### config.mk
export PLATFORM = sky130hd
export DESIGN_NAME = fetch_sequencer
export DESIGN_NICKNAME = d
export VERILOG_FILES = /design/src/rtl/fetch_sequencer.sv
export SDC_FILE = /design/constraint.sdc
export NUM_CORES = 1
export LEC_CHECK = 0
export CORE_ASPECT_RATIO = 1.5
export CORE_MARGIN = 2
export CORE_UTILIZATION = 46
export DETAILED_ROUTE_END_ITERATION = 8
export GPL_TIMING_DRIVEN = 1
export PLACE_DENSITY = 0.81
export REMOVE_ABC_BUFFERS = 1
export SYNTH_ARGS = -nofsm -noshare
export SYNTH_HDL_FRONTEND = slang
export SYNTH_SLANG_ARGS = --single-unit
### constraint.sdc
create_clock -name clk -period 2 [get_ports clk]
set_input_delay 0.2 -clock clk [delete_from_list [all_inputs] [get_ports clk]]
set_output_delay 0.2 -clock clk [all_outputs]
set_load 0.02 [all_outputs]
### src/rtl/fetch_sequencer.sv
`default_nettype none
// ============================================================================
// Module      : fetch_sequencer
// Description : Fetch/issue/execute instruction sequencer with PC, jump logic
//               and a saturating retired-instruction counter.
//               Optional halt detection on self-jump via FETCH_HALT_EN.
// Revision    : 1.0 - initial release
// ============================================================================
module fetch_sequencer (
   input  logic        clk,
   input  logic        reset,
   output logic [15:0] rom_addr,
   output logic        rom_req,
   input  logic        rom_ack,
   input  logic [15:0] rom_data,
   output logic [15:0] instr,
   output logic        instr_valid,
   input  logic        instr_ready,
   input  logic        res_valid,
   input  logic        res_zr,
   input  logic        res_ng,
   input  logic [15:0] res_a,
   output logic [15:0] retired
`ifdef FETCH_HALT_EN
   ,
   output logic        halted
`endif
);

   localparam logic [1:0] c_FETCH = 2'd0;
   localparam logic [1:0] c_ISSUE = 2'd1;
   localparam logic [1:0] c_EXEC  = 2'd2;
`ifdef FETCH_HALT_EN
   localparam logic [1:0] c_HALT  = 2'd3;
`endif

   logic [1:0]  state_q, state_d;
   logic [15:0] pc_q, pc_d;
   logic [15:0] instr_q, instr_d;
   logic [15:0] retired_q, retired_d;
   logic        w_jump;
   logic        w_fire;

   // A-instructions (bit 15 clear) never jump.
   assign w_jump = instr_q[15] & ((instr_q[2] & res_ng) |
                                  (instr_q[1] & res_zr) |
                                  (instr_q[0] & ~res_zr & ~res_ng));
   assign w_fire = (state_q == c_EXEC) && res_valid;

   always_ff @(posedge clk) begin
      if (reset) begin
         state_q <= c_FETCH;
      end else begin
         state_q <= state_d;
      end
   end

   always_comb begin
      state_d = state_q;
      case (state_q)
         c_FETCH: if (rom_ack)     state_d = c_ISSUE;
         c_ISSUE: if (instr_ready) state_d = c_EXEC;
         c_EXEC: begin
            if (res_valid) begin
`ifdef FETCH_HALT_EN
               state_d = (w_jump && (res_a == pc_q)) ? c_HALT : c_FETCH;
`else
               state_d = c_FETCH;
`endif
            end
         end
`ifdef FETCH_HALT_EN
         c_HALT:  state_d = c_HALT;
`endif
         default: state_d = c_FETCH;
      endcase
   end

   always_comb begin
      rom_req     = (state_q == c_FETCH);
      instr_valid = (state_q == c_ISSUE);
`ifdef FETCH_HALT_EN
      halted      = (state_q == c_HALT);
`endif
   end

   always_comb begin
      pc_d      = pc_q;
      instr_d   = instr_q;
      retired_d = retired_q;
      if ((state_q == c_FETCH) && rom_ack) begin
         instr_d = rom_data;
      end
      if (w_fire) begin
         pc_d      = w_jump ? res_a : pc_q + 16'd1;
         retired_d = (retired_q == 16'hFFFF) ? retired_q : retired_q + 16'd1;
      end
   end

   always_ff @(posedge clk) begin
      if (reset) begin
         pc_q      <= 16'h0000;
         instr_q   <= 16'h0000;
         retired_q <= 16'h0000;
      end else begin
         pc_q      <= pc_d;
         instr_q   <= instr_d;
         retired_q <= retired_d;
      end
   end

   assign rom_addr = pc_q;
   assign instr    = instr_q;
   assign retired  = retired_q;

endmodule
`default_nettype wire

### Word level (Yosys, flattened, before mapping)

Index checks and enable logic that the tools add are counted.

| word-level totals | value |
|---|---|
| register bits | 50 |
| logic and storage cells | 32 |
| bits of input ports | 39 |
| output and inout port bits | 50 |

| cells by class | value |
|---|---|
| bitwise gates (word level) | 10 |
| $add $sub $neg | 2 |
| equality and inequality tests | 6 |
| reductions and logical operators | 5 |
| multiplexer cells | 5 |

Operators with widths:

| kind | number |
|---|---|
| adder 16 x 1 -> 16 bit (second input constant) | 2 |
| == test 16 bit (second input constant) | 1 |
| two-way mux 16 bit | 1 |
| two-way mux 2 bit | 3 |
| case mux 2 bit (3 select lines) | 1 |
| bitwise AND 1 bit | 5 |
| inequality test 2 x 1 -> 1 bit (second input constant) | 2 |
| inverter 1 bit | 3 |
| AND reduction 3 bit | 1 |
| == test 2 x 1 -> 1 bit (second input constant) | 1 |
| == test 2 bit (second input constant) | 1 |
| logical AND 1 bit | 2 |
| logical NOT 2 bit | 1 |
| inequality test 2 bit (second input constant) | 1 |
| OR 1 bit | 2 |
| AND reduction 2 bit | 1 |

### Depth between registers and ports, before layout

| depth | value |
|---|---|
| word-level depth | 6 |
| mapped depth | 6 |
| depth with buffers taken out | 5 |

### Worst setup path before layout

Ideal clock, no wire load.

| timing path | value |
|---|---|
| path kind | reg2reg |
| start | register pc_q[0] (netlist: rom_addr[0]) |
| end | register pc_q[14] (netlist: rom_addr[14]) |
| period minus slack after synthesis | 1.822 ns |
| setup time | 0.092 ns |
| path buffers | 0 |
| slack | 0.178 ns |
| data arrival time | 1.730 ns |
| cell stages (with the launch flop) | 6 |
| cells stage by stage | dfxtp_1 -> ha_1 -> nand3_1 -> or4_1 -> o31a_1 -> o32ai_1 |

| on the way | value |
|---|---|
| longest elaborated chain between the ends | 2 |

Ends and longest elaborated chain:

| item | RTL line | RTL |
|---|---|---|
| start: declaration | 38 | `logic [15:0] pc_q, pc_d;` |
| start signal: assignment | 106 | `pc_q <= pc_d;` |
| adder 16 x 1 -> 16 bit | 95 | `pc_d = w_jump ? res_a : pc_q + 16'd1;` |
| two-way mux 16 bit | 95 |  |

No other way between the ends.
A chain may end at the register's enable or synchronous reset.

### Worst setup path after layout

Ends and elaborated chain as after synthesis.

==> impl_metrics.json <==
{
  "outcome": "completed",
  "maxSlewHeadroom_pct": 63.4,
  "start_util_pct": 48.0,
  "synthTopCellsByArea": "dfxtp_1, a21oi_1, nand2_1",
  "crit_buf_inv": 0,
  "num_vias": 2786,
  "drtAntennaViolNets": 0,
  "drt_wl_total_um": 7500,
  "worst-slew-pin-transition_ns": 0.550,
  "clock_sinks": 50,
  "gr-total-overflow": 0,
  "synthCells": 321,
  "die_y_um": 97.1,
  "track_usage_pct": 24.2,
  "fin_skew_ns": 0.0115,
  "rsz0062_at_grt": "no",
  "synth_top_cell_area_share_pct": 37.7,
  "finalMaxSlewViolations": 0,
  "utilization_pct": 68.5,
  "yosysMostFrequentCell": "dfxtp_1",
  "critPathRequiredTime_ns": 2.21,
  "drv_cap": 0,
  "wl_per_cell_um": 15.4,
  "syn_avg_cell_area_um2": 8.28,
  "cp-end-kind": "register",
  "critPathMaxFanout": 4,
  "path_clk_slew_ns": 0.09,
  "insertion_delay_ns": 0.30,
  "crit_chain": "ha_1 -> nand3_1 -> or4_1 -> o31a_1 -> o32ai_1",
  "whs_ns": 0.361,
  "syn_area_um2": 2660,
  "min_period_over_period_pct": 90.5,
  "drcViolationCount": 0,
  "first_pass_iters": 4,
  "grt_pass1_wl_um": 12500,
  "numPortBuffers": 88,
  "cp_top_family": "simple AND/OR/NAND/NOR gates",
  "nFillCells": 488,
  "p_per_area_nw_per_um2": 500,
  "place.gp.congestion": 0.856,
  "clk_path_buf_depth": 2,
  "cts_htree_levels": 2,
  "finish.net_count": 458,
  "dpl.hpwl_um": 5570,
  "critical_path_class": "reg2reg",
  "rows": 33,
  "final_area_um2": 3790,
  "chipWidth_um": 66.1,
  "arrival_ns": 2.02,
  "hold_viol_final": 0,
  "final-setup-viol-count": 0,
  "startpoint_type": "register",
  "drt_iter0_drc": 174,
  "cts_resized": 0,
  "finalCriticalPeriod_ns": 1.81,
  "fmax_mhz": 552,
  "critPathMaxStageDelay_ns": 0.59,
  "antenna_found_initial": 0,
  "cts-hold-fix-buffers": 0,
  "grt_pass1_vias": 2754,
  "drive_gt1_share_pct": 10.1,
  "pin_count": 89,
  "yosysSeqAreaShare_pct": 37.7,
  "cts_tree": "done",
  "place_area_um2": 3710,
  "worstHoldPathType": "in2reg",
  "synth.distinct_cells": 50,
  "tritoncts.num_buffers": 5,
  "synth_common_cells": "dfxtp_1, nand2_1, a21oi_1, nand3_1, nor2_1",
  "dieArea_um2": 6410,
  "vdd_ir_drop_max_uv": 423,
  "antennaDiodeCount": 0,
  "synth_warnings": 0,
  "synth_edf_count": 0,
  "core_area_um2": 5530,
  "crit_slowest_cell": "or4_1",
  "async_flop_share_pct": 0,
  "synthFlopType": "dfxtp_1",
  "grt_max_degree": 35,
  "viasPerCell": 5.72,
  "synth-seq-cells": 50,
  "cellLeakagePower_nw": 1.33,
  "clockRootBuffer": "clkbuf_8",
  "post_cts_buffers": 0,
  "area_growth_pct": 42.5,
  "synth_top_area_cell": "dfxtp_1"
}
[final cells by class]
class	instances	area, um^2	share of cell area, %
inverter	12	45.0	1.19
sequential	50	1000	26.4
timing repair buffer	111	1070	28.3
clock buffer	7	76.3	2.02
tap	70	87.6	2.31
multi-input combinational	237	1500	39.7
[kinds of logic after synthesis]
| family | Yosys count | synth area share, % |
|---|---|---|
| AO/OA/AOI/OAI | 88 | 22.2 |
| buffers and inverters | 34 | 5.74 |
| AND/OR/NAND/NOR | 134 | 27.8 |
| adder cells (fa/ha/maj) | 2 | 0.941 |
| multiplexers | 13 | 5.60 |
| flip-flops | 50 | 37.7 |
[metal layers]
metal	vias to the layer above	routed length (um)	track usage, %
met5	-	0	0
met4	0	172	9.26
met3	15	349	3.59
met2	92	4010	44.4
met1	1295	2970	27.0
li1	1384	-	-
[through the flow]
stage | power, mW | cells | setup WS (ns) | TNS, ns
4_1_cts | 1.91 | 487 | 0.210 | 0
2_1_floorplan | 1.17 | 299 | -0.157 | -1.11
5_1_grt | 1.97 | 487 | 0.0694 | 0
3_3_place_gp | 1.34 | 480 | 0.122 | 0
6_report | 1.89 | 487 | 0.189 | 0
3_5_place_dp | 1.35 | 480 | 0.0834 | 0
[worst paths after layout]
| path | from | to | slack (ns) | cells past startpoint |
|---|---|---|---|---|
| hold reg to reg | instr[12]$_SDFFE_PP0P_ | instr[12]$_SDFFE_PP0P_ | 0.45 | 2 |
| setup / recovery | rom_addr[0]$_SDFFE_PP0P_ | rom_addr[14]$_SDFFE_PP0P_ | 0.19 | 5 |
| hold / removal | reset | retired[3]$_SDFFE_PP0P_ | 0.36 | 3 |
| setup reg to reg | rom_addr[0]$_SDFFE_PP0P_ | rom_addr[14]$_SDFFE_PP0P_ | 0.19 | 5 |
[power breakdown]
part | switching [mW] | internal [mW]
sequential | 0.0174 | 1.02
combinational | 0.134 | 0.150
clock | 0.329 | 0.242
total | 0.481 | 1.41
[worst min-delay path, stage by stage]
cell	delay (ns)
buf_2	0.19
nor2_1	0.11
mux2_1	0.12
[flip-flops by register name, indices dropped and copies added, names as in the netlist]
| signal | flops |
|---|---|
| retired | 16 |
| state_q | 2 |
| rom_addr | 16 |
| instr | 16 |
[cell usage in the layout, fill, tap and decap left out, types with 10 or more instances in the layout]
cell,n
dfxtp_1,50
nand3_1,18
or4_1,10
inv_1,12
nor2_1,15
a21oi_1,36
buf_4,21
nand2_1,45
clkdlybuf4s50_1,87
No activity file was read; power rests on OpenSTA's default activity.
